--- config.mk ---
export PLATFORM = sky130hd
export DESIGN_NAME = demux_1to4_stream
export DESIGN_NICKNAME = d
export VERILOG_FILES = /design/src/rtl/demux_1to4_stream.sv
export SDC_FILE = /design/constraint.sdc
export NUM_CORES = 1
export LEC_CHECK = 0
export CELL_PAD_IN_SITES_DETAIL_PLACEMENT = 0
export CELL_PAD_IN_SITES_GLOBAL_PLACEMENT = 1
export CORE_MARGIN = 2
export CORE_UTILIZATION = 35
export CTS_BUF_LIST = sky130_fd_sc_hd__clkbuf_4
export DETAILED_ROUTE_END_ITERATION = 8
export PLACE_DENSITY_LB_ADDON = 0.1
export SLEW_MARGIN = 20
export SYNTH_ARGS = -nofsm -noshare
export SYNTH_HDL_FRONTEND = slang
export SYNTH_SLANG_ARGS = --single-unit
--- constraint.sdc ---
create_clock -name clk -period 3.2 [get_ports clk]
set_input_delay 0.32 -clock clk [delete_from_list [all_inputs] [get_ports clk]]
set_output_delay 0.32 -clock clk [all_outputs]
set_load 0.02 [all_outputs]
--- src/rtl/demux_1to4_stream.sv ---
// Stream 1-to-4 demultiplexer: a 2-entry FIFO feeds four valid/ready output lanes,
// steered by each beat's dest field or a round-robin pointer, with per-lane beat counters.
module demux_1to4_stream #(
    parameter int WIDTH   = 8,
    parameter int RR_MODE = 0,
    parameter int CNT_W   = 16
) (
    input  logic             clk,
    input  logic             rst,
    input  logic [WIDTH-1:0] in_data,
    input  logic [1:0]       in_dest,
    input  logic             in_valid,
    output logic             in_ready,
    output logic [WIDTH-1:0] out0_data,
    output logic [WIDTH-1:0] out1_data,
    output logic [WIDTH-1:0] out2_data,
    output logic [WIDTH-1:0] out3_data,
    output logic             out0_valid,
    output logic             out1_valid,
    output logic             out2_valid,
    output logic             out3_valid,
    input  logic             out0_ready,
    input  logic             out1_ready,
    input  logic             out2_ready,
    input  logic             out3_ready,
    output logic [CNT_W-1:0] cnt0,
    output logic [CNT_W-1:0] cnt1,
    output logic [CNT_W-1:0] cnt2,
    output logic [CNT_W-1:0] cnt3
);

    // Handshake: a beat transfers on a rising edge where valid and ready are both high;
    // valid never depends on ready, and in_ready depends only on registered FIFO state.
    logic [WIDTH-1:0] mem_data [2];
    logic [1:0]       mem_dest [2];
    logic             wr_ptr;
    logic             rd_ptr;
    logic [1:0]       count;
    logic [1:0]       rr_ptr;
    logic [CNT_W-1:0] cnt_q [4];

    logic             push;
    logic             pop;
    logic [1:0]       push_dest;
    logic [WIDTH-1:0] head_data;
    logic [1:0]       head_dest;
    logic [3:0]       valid_vec;
    logic [3:0]       ready_vec;

    assign in_ready  = (count < 2'd2);
    assign push      = in_valid & in_ready;
    assign push_dest = (RR_MODE != 0) ? rr_ptr : in_dest;
    assign head_data = mem_data[rd_ptr];
    assign head_dest = mem_dest[rd_ptr];
    assign ready_vec = {out3_ready, out2_ready, out1_ready, out0_ready};

    always_comb begin
        valid_vec = 4'b0000;
        if (count != 2'd0) begin
            valid_vec[head_dest] = 1'b1;
        end
    end

    // Only the selected lane's ready can complete a pop.
    assign pop = |(valid_vec & ready_vec);

    assign out0_valid = valid_vec[0];
    assign out1_valid = valid_vec[1];
    assign out2_valid = valid_vec[2];
    assign out3_valid = valid_vec[3];
    assign out0_data  = valid_vec[0] ? head_data : '0;
    assign out1_data  = valid_vec[1] ? head_data : '0;
    assign out2_data  = valid_vec[2] ? head_data : '0;
    assign out3_data  = valid_vec[3] ? head_data : '0;

    assign cnt0 = cnt_q[0];
    assign cnt1 = cnt_q[1];
    assign cnt2 = cnt_q[2];
    assign cnt3 = cnt_q[3];

    always_ff @(posedge clk) begin
        if (push) begin
            mem_data[wr_ptr] <= in_data;
            mem_dest[wr_ptr] <= push_dest;
        end
    end

    always_ff @(posedge clk) begin
        if (rst) begin
            wr_ptr <= 1'b0;
            rd_ptr <= 1'b0;
            count  <= 2'd0;
            rr_ptr <= 2'd0;
            for (int i = 0; i < 4; i++) begin
                cnt_q[i] <= '0;
            end
        end else begin
            if (push) begin
                wr_ptr <= ~wr_ptr;
                rr_ptr <= rr_ptr + 2'd1;
            end
            if (pop) begin
                rd_ptr <= ~rd_ptr;
            end
            case ({push, pop})
                2'b10:   count <= count + 2'd1;
                2'b01:   count <= count - 2'd1;
                default: count <= count;
            endcase
            // Counters stick at all-ones rather than wrapping.
            for (int i = 0; i < 4; i++) begin
                if (pop && (head_dest == 2'(i)) && (cnt_q[i] != '1)) begin
                    cnt_q[i] <= cnt_q[i] + CNT_W'(1);
                end
            end
        end
    end

endmodule

==> results.cfg, run 1 <==
[status]
status = finished clean

[worst_setup_path]
start_kind = flip-flop
arrival_ns = 2.63
crit_required_ns = 2.88
path_max_fanout = 9
crit_chain = mux2i_1 > o21a_1 > nand2_1 > inv_1 > clkdlybuf4s50_1
end_kind = output pin
max_stage_delay_ns = 0.62
critPathKind = reg2out
crit_slowest_cell = clkdlybuf4s50_1

[cells_and_area]
fin_cells = 736
layout-drive-gt1-share = 0.05714
syn_to_final_growth_pct = 32.36
final_nets = 577
fill_cells = 1295
diodes = 0

[logic_synthesis]
seq_area_frac_synth = 0.5624
syn_area_sq_um = 4663
yosys_most_used_dff = edfxtp_1
synth_edf_count = 84
syn-num-nets = 453
avgSynthCellArea_sq_um = 10.82
synth_cell_types = 39
synth_seq_cells = 89
async_reset_ff_frac = 0
yosysWarnings = 0
synth_cells = 431

[timing]
period_share = 0.9225
maxSlewViolCount = 0
rsz0062_at_grt = false
setup_viol = 0
finalCriticalPeriod_ns = 2.952
tightest_slew_ns = 0.7546
tns_ns = 0
hold_viol_final = 0
fmax_mhz = 338.8
hold_slack_ns = 0.4434
slew_headroom = 0.4935
fin_worst_skew_ns = 0.01809

[power]
power_density_nw_per_um2 = 565.7
p_sw_frac = 0.3656
pwr-share-comb = 0.367
p_switching_mw = 1.277
seq_power_share = 0.470
p_clk_frac = 0.163
ir_worst_vdd_mv = 0.2617
p_leak_nw = 1.986
p_int_mw = 2.215

[grt]
grt_pass1_vias = 3500
grt_overflow = 0
grt_max_degree = 33
antenna_found_initial = 0
grt_pass1_wl_microns = 18210
grt_usage = 0.1614

[placed_design]
io_buffers = 117
dp_hpwl_microns = 7751
placed_cells = 720
gp_congestion = 0.7703

[detailed_routing]
firstDrtPassIters = 4
drc = 0
vias = 3698
finalWirelength_microns = 11160
drtIter0Drc = 224
detail-route-antenna-nets = 0
avgRoutedWirePerCell_microns = 15.16
vias_per_cell = 5.024

[clocking]
ctsResizeCount = 0
cts_root_buffer = clkbuf_4
cts_buffers = 9
worstSkewPairLatency_ns = 0.46
cts_sinks = 89
postCtsHoldBufs = 0
cts-htree-levels = 3
clockBufferDepth = 2
post-cts-setup-buffers = 0
clkTransAtPathRegs_ns = 0.13
cts_tree = done

[floorplanning]
fp.dieH_microns = 119.4
fp.dieW_microns = 119.4
core_area_sq_um = 13140
rows = 42
ios = 118
start_util = 0.3550
dieArea_sq_um = 14260

[min_path]
hold_class = in2reg

[job]
maxCapViolations = 0
## power by group through the flow
| stage | logic (mW) | clock network [mW] | registers [mW] |
|---|---|---|---|
| floorplan | 0.687 | 0 | 1.71 |
| global placement | 1.29 | 0 | 1.66 |
| detailed placement | 1.30 | 0 | 1.67 |
| CTS | 1.30 | 0.592 | 1.64 |
| global route | 1.40 | 0.634 | 1.67 |
| finish | 1.28 | 0.570 | 1.64 |
## logic make-up (layout without fill, tap and decap cells)
group / after synthesis / after routing / synth area share
AO/OA/AOI/OAI: 31 / 31 / 0.04615
XOR/XNOR: 52 / 52 / 0.09766
adder cells (fa/ha/maj): 5 / 5 / 0.01342
buffers and inverters: 30 / 159 / 0.02629
flip-flops: 89 / 89 / 0.5624
multiplexers: 14 / 14 / 0.03354
AND/OR/NAND/NOR: 210 / 210 / 0.2206
## placed cells by master (no fill, tap or decap), types with 2 or more instances in the layout
cell / Yosys / final
nor3_1: 37 / 37
a31o_2: 3 / 3
clkdlybuf4s50_1: 0 / 117
ha_1: 5 / 5
nor2_1: 69 / 69
edfxtp_1: 84 / 84
nand2_1: 21 / 21
clkbuf_4: 0 / 14
o21ai_2: 2 / 2
clkinv_1: 0 / 2
dfxtp_1: 5 / 5
o21bai_1: 2 / 2
mux2_1: 2 / 2
xnor2_1: 35 / 35
o21ai_0: 7 / 7
inv_1: 17 / 17
nor4b_1: 2 / 2
and3_1: 11 / 11
nand4_1: 14 / 14
or3_1: 10 / 10
nor4_1: 11 / 11
o31ai_1: 2 / 2
and4_1: 5 / 5
mux2i_1: 10 / 10
buf_4: 0 / 8
xor2_1: 17 / 17
nand3_1: 27 / 27
a21oi_1: 7 / 7
o21ai_1: 2 / 2
## layer usage
metal	vias to the layer above	part of all wire	track usage	wire length, microns
met3	12	0.052	0.03831	580
met5	-	0	0	0
met1	1758	0.49	0.2319	5521
met2	103	0.44	0.2346	4862
li1	1825	-	-	-
met4	0	0.017	0.06397	191
## critical path: cells and delay by family (launching register included)
kind / cells / cell delay (ns)
AO/OA/AOI/OAI: 1 / 0.20
AND/OR/NAND/NOR: 1 / 0.25
flip-flops: 1 / 0.48
buffers and inverters: 2 / 0.81
multiplexers: 1 / 0.43
## per-stage QoR
stage / worst slack [ns] / power, mW / utilization / area, sq um
CTS: 0.1801 / 3.538 / 0.4698 / 6172
floorplan: 0.6420 / 2.396 / - / 4663
detailed placement: 0.7039 / 2.965 / 0.4612 / 6060
finish: 0.2480 / 3.491 / 0.4698 / 6172
global placement: 0.7718 / 2.954 / 0.4612 / 6060
global route: 0.02808 / 3.706 / 0.4698 / 6172
## final timing paths
path | cells past startpoint | end | startpoint | slack [ns]
max | 5 | out1_valid | flip-flop | 0.25
min | 1 | mem_dest[1][0] | in_dest[0] | 0.44
max reg2reg | 7 | count[1] | flip-flop | 0.68
min reg2reg | 2 | wr_ptr | wr_ptr | 0.55
## layout make-up
cell class,count,area (sq um),area share
Clock buffer,14,105.1,0.01703
Inverter,18,67.56,0.01095
Sequential cell,89,2623,0.4249
Clock inverter,2,7.507,0.001216
Multi-Input combinational cell,312,1918,0.3108
Tap cell,176,220.2,0.03568
Timing Repair Buffer,125,1231,0.1995
## registers in the layout, summed over array words and instances, names as in the netlist, named ones only
register,flops
cnt_q,64
count,2
mem_data,16
mem_dest,4
rd_ptr,1
wr_ptr,1
## cells in the mapped netlist (all sizes together) (8+ instances only)
cell	instances	share of area
edfxtp	84	0.54
nor2	69	0.056
nor3	37	0.040
xnor2	35	0.066
nand3	27	0.029
nand2	21	0.017
inv	18	0.014
xor2	17	0.032
nand4	14	0.019
and3	11	0.015
nor4	11	0.015
o21ai	11	0.013
mux2i	10	0.021
or3	10	0.013
buf	8	0.0086
(Power assumes the default switching activity.)
==> inputs of run 2 (changes only) <==
--- a/config.mk
+++ b/config.mk
@@ -5,7 +5,7 @@
 export SDC_FILE = /design/constraint.sdc
 export NUM_CORES = 1
 export LEC_CHECK = 0
-export CELL_PAD_IN_SITES_DETAIL_PLACEMENT = 0
+export CELL_PAD_IN_SITES_DETAIL_PLACEMENT = 1
 export CELL_PAD_IN_SITES_GLOBAL_PLACEMENT = 1
 export CORE_MARGIN = 2
 export CORE_UTILIZATION = 35
==> results.cfg, run 2 (synthesis gave the netlist of run 1 again) <==
[detailed_routing]
vias_per_cell = 5.125
firstDrtPassIters = 4
avgRoutedWirePerCell_microns = 16.60
finalWirelength_microns = 12220
drc = 0
drtIter0Drc = 162
vias = 3772
detail-route-antenna-nets = 0

[floorplanning]
dieArea_sq_um = 14260
rows = 42
fp.dieW_microns = 119.4
start_util = 0.3550
core_area_sq_um = 13140
ios = 118
fp.dieH_microns = 119.4

[power]
p_clk_frac = 0.166
p_leak_nw = 1.992
seq_power_share = 0.466
ir_worst_vdd_mv = 0.3384
pwr-share-comb = 0.368
power_density_nw_per_um2 = 571.7
p_switching_mw = 1.294
p_int_mw = 2.239
p_sw_frac = 0.3663

[cells_and_area]
syn_to_final_growth_pct = 32.52
final_nets = 577
largest-register = cnt_q
design_area_sq_um = 6180
largestRegisters = cnt_q (64), mem_data (16), mem_dest (4)
final_common_cell = clkdlybuf4s50_1
mostFrequentLayoutCells = clkdlybuf4s50_1, edfxtp_1, nor2_1
fin_cells = 736
seq_area_sq_um = 2623
layout-drive-gt1-share = 0.06071
diodes = 0
fill_cells = 1456
largest_register_ffs = 64
multiInputGateArea_sq_um = 1918

[placed_design]
dp_hpwl_microns = 8697
io_buffers = 117
gp_congestion = 0.7703
placed_cells = 720
place_area_sq_um = 6060

[timing]
slew_headroom = 0.4820
tightest_slew_ns = 0.7719
tns_ns = 0
setup_viol = 0
hold_viol_final = 0
finalCriticalPeriod_ns = 2.925
fmax_mhz = 341.9
maxSlewViolCount = 0
period_share = 0.9140
rsz0062_at_grt = false
fin_worst_skew_ns = 0.02070

[clocking]
worstSkewPairLatency_ns = 0.44
postCtsHoldBufs = 0
cts_root_buffer = clkbuf_4
post-cts-setup-buffers = 0
clkTransAtPathRegs_ns = 0.13
cts_buffers = 9
cts_sinks = 89
cts-htree-levels = 3
clockBufferDepth = 2
cts_tree = done
ctsResizeCount = 0

[job]
maxCapViolations = 0

[grt]
grt_overflow = 0
grt_usage = 0.1757
antenna_found_initial = 0
grt_max_degree = 33
grt_pass1_wl_microns = 20180
grt_pass1_vias = 3961

[worst_setup_path]
critPathKind = reg2out
path_max_fanout = 9
crit_required_ns = 2.88
start_kind = flip-flop
end_kind = output pin
arrival_ns = 2.60

[status]
status = finished clean

[min_path]
hold_class = in2reg
-- run 2: changes by cell type in the layout (fill, tap and decap cells not counted) --
cell      change
clkbuf_4      +2
clkinv_1      -2
-- run 2: worst paths after layout --
| path | from | endpoint | slack (ns) | cells past startpoint |
|---|---|---|---|---|
| max | flip-flop | out1_data[6] | 0.28 | 5 |
| min | in_data[0] | mem_data[1][0] | 0.45 | 1 |
| max reg2reg | flip-flop | count[1] | 0.69 | 7 |
| min reg2reg | wr_ptr | wr_ptr | 0.58 | 2 |
-- run 2: power by group through the flow --
stage               logic, mW  registers, mW  clock network, mW
CTS                      1.32           1.65              0.616
detailed placement       1.31           1.67                  0
floorplan               0.687           1.71                  0
finish                   1.30           1.65              0.587
global route             1.41           1.68              0.653
global placement         1.29           1.66                  0
-- run 2: area by class of cell --
cell class | count | share of cell area
sequential | 89 | 0.4244
tap | 176 | 0.03563
multi-input combinational | 312 | 0.3104
timing repair buffer | 125 | 0.1992
inverter | 18 | 0.01093
clock buffer | 16 | 0.01944
-- run 2: worst max-delay path: stages (launching register included) --
cell and delay (ns):
dfxtp_1 0.48, mux2i_1 0.41, o21a_1 0.20, nand2_1 0.26, nor2_1 0.20, clkdlybuf4s50_1 0.62
-- run 2: metrics by stage --
step | hold WS [ns] | setup slack [ns] | total power [mW] | utilization
final | 0.4549 | 0.2752 | 3.533 | 0.4704
after global routing | 0.4328 | 0.05911 | 3.739 | 0.4704
after CTS | 0.4133 | 0.1855 | 3.588 | 0.4704
after detailed placement | 0.5558 | 0.7160 | 2.986 | 0.4612
after global placement | 0.5109 | 0.7718 | 2.954 | 0.4612
after floorplan | 0.4189 | 0.6420 | 2.396 | -
-- run 2: layer usage --
| layer | track usage | share of wire | wire [microns] | vias up |
|---|---|---|---|---|
| met5 | 0 | 0 | 0 | - |
| met4 | 0.05294 | 0.012 | 145 | 0 |
| met3 | 0.03688 | 0.044 | 539 | 10 |
| met2 | 0.2856 | 0.47 | 5727 | 81 |
| met1 | 0.2366 | 0.48 | 5804 | 1857 |
| li1 | - | - | - | 1824 |
==> inputs of run 3 (changes only) <==
==> constraint.sdc (replaced) <==
create_clock -name clk -period 3.2 [get_ports clk]
set_input_delay 0.48 -clock clk [delete_from_list [all_inputs] [get_ports clk]]
set_output_delay 0.48 -clock clk [all_outputs]
set_load 0.02 [all_outputs]
==> results.cfg, run 3 (synthesis gave the netlist of run 1 again) <==
[worst_setup_path]
crit_required_ns = 2.72
start_kind = flip-flop
path_max_fanout = 13
critPathKind = reg2out
crit_slowest_cell = clkdlybuf4s50_1
end_kind = output pin
timing.rr.end = count[1]
cp-endpoint = out1_valid
r2r_slack_ns = 0.78
arrival_ns = 2.52
max_stage_delay_ns = 0.57
ff2ff_path_depth = 7
crit_chain = buf_4 > mux2_2 > nand2_1 > inv_1 > clkdlybuf4s50_1
r2r-start = mem_dest[1][0]

[clocking]
clockBufferDepth = 2
cts_sinks = 89
cts_tree = done
cts_root_buffer = clkbuf_4
worstSkewPairLatency_ns = 0.46
cts_buffers = 9
cts-htree-levels = 3
clkTransAtPathRegs_ns = 0.13
post-cts-setup-buffers = 0
postCtsHoldBufs = 0

[detailed_routing]
firstDrtPassIters = 4
avgRoutedWirePerCell_microns = 16.33
vias_per_cell = 5.175
vias = 3814
detail-route-antenna-nets = 0
finalWirelength_microns = 12040
drtIter0Drc = 216
drc = 0

[floorplanning]
fp.dieH_microns = 119.4
core_area_sq_um = 13140
start_util = 0.3550
fp.dieW_microns = 119.4
ios = 118
rows = 42
dieArea_sq_um = 14260

[grt]
grt_pass1_wl_microns = 20100
antenna_found_initial = 0
grt_max_degree = 33
grt_overflow = 0
grt_pass1_vias = 3900
grt_usage = 0.1771

[timing]
hold_viol_final = 0
fin_worst_skew_ns = 0.01617
slew_headroom = 0.4170
period_share = 0.9370
tightest_slew_ns = 0.8712
maxSlewViolCount = 0
finalCriticalPeriod_ns = 2.998
setup_viol = 0
rsz0062_at_grt = false
fmax_mhz = 333.5
tns_ns = 0

[power]
power_density_nw_per_um2 = 565.3
ir_worst_vdd_mv = 0.2422
seq_power_share = 0.470
p_sw_frac = 0.3735
pwr-share-comb = 0.374
p_leak_nw = 1.989
p_switching_mw = 1.305
p_int_mw = 2.189
p_clk_frac = 0.155

[job]
maxCapViolations = 0

[min_path]
hold_class = reg2reg

[cells_and_area]
largestRegisters = cnt_q (64), mem_data (16), mem_dest (4)
final_nets = 578
largest-register = cnt_q
diodes = 0
final_common_cell = clkdlybuf4s50_1
design_area_sq_um = 6180
fill_cells = 1462
syn_to_final_growth_pct = 32.52
layout-drive-gt1-share = 0.06239
mostFrequentLayoutCells = clkdlybuf4s50_1, edfxtp_1, nor2_1
largest_register_ffs = 64

[placed_design]
gp_congestion = 0.7656
io_buffers = 117
place_area_sq_um = 6067
dp_hpwl_microns = 8715

[status]
status = finished clean
## run 3: cell count changes in the layout (fill, tap and decap cells not counted), sizes merged
cell    delta
clkbuf     -5
clkinv     +5
buf        +1
## run 3: area by class of cell
cell class                      instances  area [sq um]  share of cell area
Sequential cell                        89          2623              0.4244
Multi-Input combinational cell        312          1926              0.3116
Inverter                               18         67.56             0.01093
Clock inverter                          5         22.52            0.003644
Clock buffer                           11         82.58             0.01336
Tap cell                              176         220.2             0.03563
Timing Repair Buffer                  126          1239              0.2004
## run 3: timing repair
item	in CTS	in global routing
gates cloned	0	0
hold endpoints to repair	0	0
gates resized for setup	1	2
setup endpoints to repair	8	10
## run 3: worst max-delay path: cells and delay by family, from the launching register on
family                 cells  cell delay [ns]
DFF                        1             0.40
muxes                      1             0.40
and+or+nand+nor            1             0.32
buffers and inverters      3             0.95
## run 3: how the worst min path moves through the flow
stage,from,to,slack (ns),depth (start not counted)
2_1_floorplan,wr_ptr,wr_ptr,0.49,2
3_3_place_gp,wr_ptr,wr_ptr,0.53,2
3_5_place_dp,wr_ptr,wr_ptr,0.54,2
4_1_cts,in_data[3],mem_data[1][3],0.56,1
5_1_grt,in_data[3],mem_data[1][3],0.56,1
6_report,wr_ptr,wr_ptr,0.57,2
## run 3: routing by layer
layer  vias up  GRT usage  part of all wire
li1       1832          -                 -
met1      1871     0.2366              0.48
met2        96     0.2802              0.47
met3        15    0.03927             0.042
met4         0    0.07059             0.017
met5         -          0                 0
## run 3: through the flow
step | hold WS [ns] | power, mW | instances | setup slack (ns) | util
finish | 0.5700 | 3.493 | 737 | 0.2017 | 0.4704
global route | 0.5562 | 3.712 | 737 | 0.05429 | 0.4704
CTS | 0.5623 | 3.547 | 737 | 0.06602 | 0.4701
detailed placement | 0.5361 | 2.991 | 721 | 0.4741 | 0.4618
global placement | 0.5298 | 2.961 | 721 | 0.6362 | 0.4618
floorplan | 0.4937 | 2.396 | 431 | 0.6420 | -
## run 3: power groups by stage
stage / sequential, mW / clock, mW / combinational (mW)
2_1_floorplan: 1.71 / 0 / 0.687
3_3_place_gp: 1.66 / 0 / 1.30
3_5_place_dp: 1.67 / 0 / 1.32
4_1_cts: 1.64 / 0.571 / 1.33
5_1_grt: 1.67 / 0.616 / 1.42
6_report: 1.64 / 0.542 / 1.31
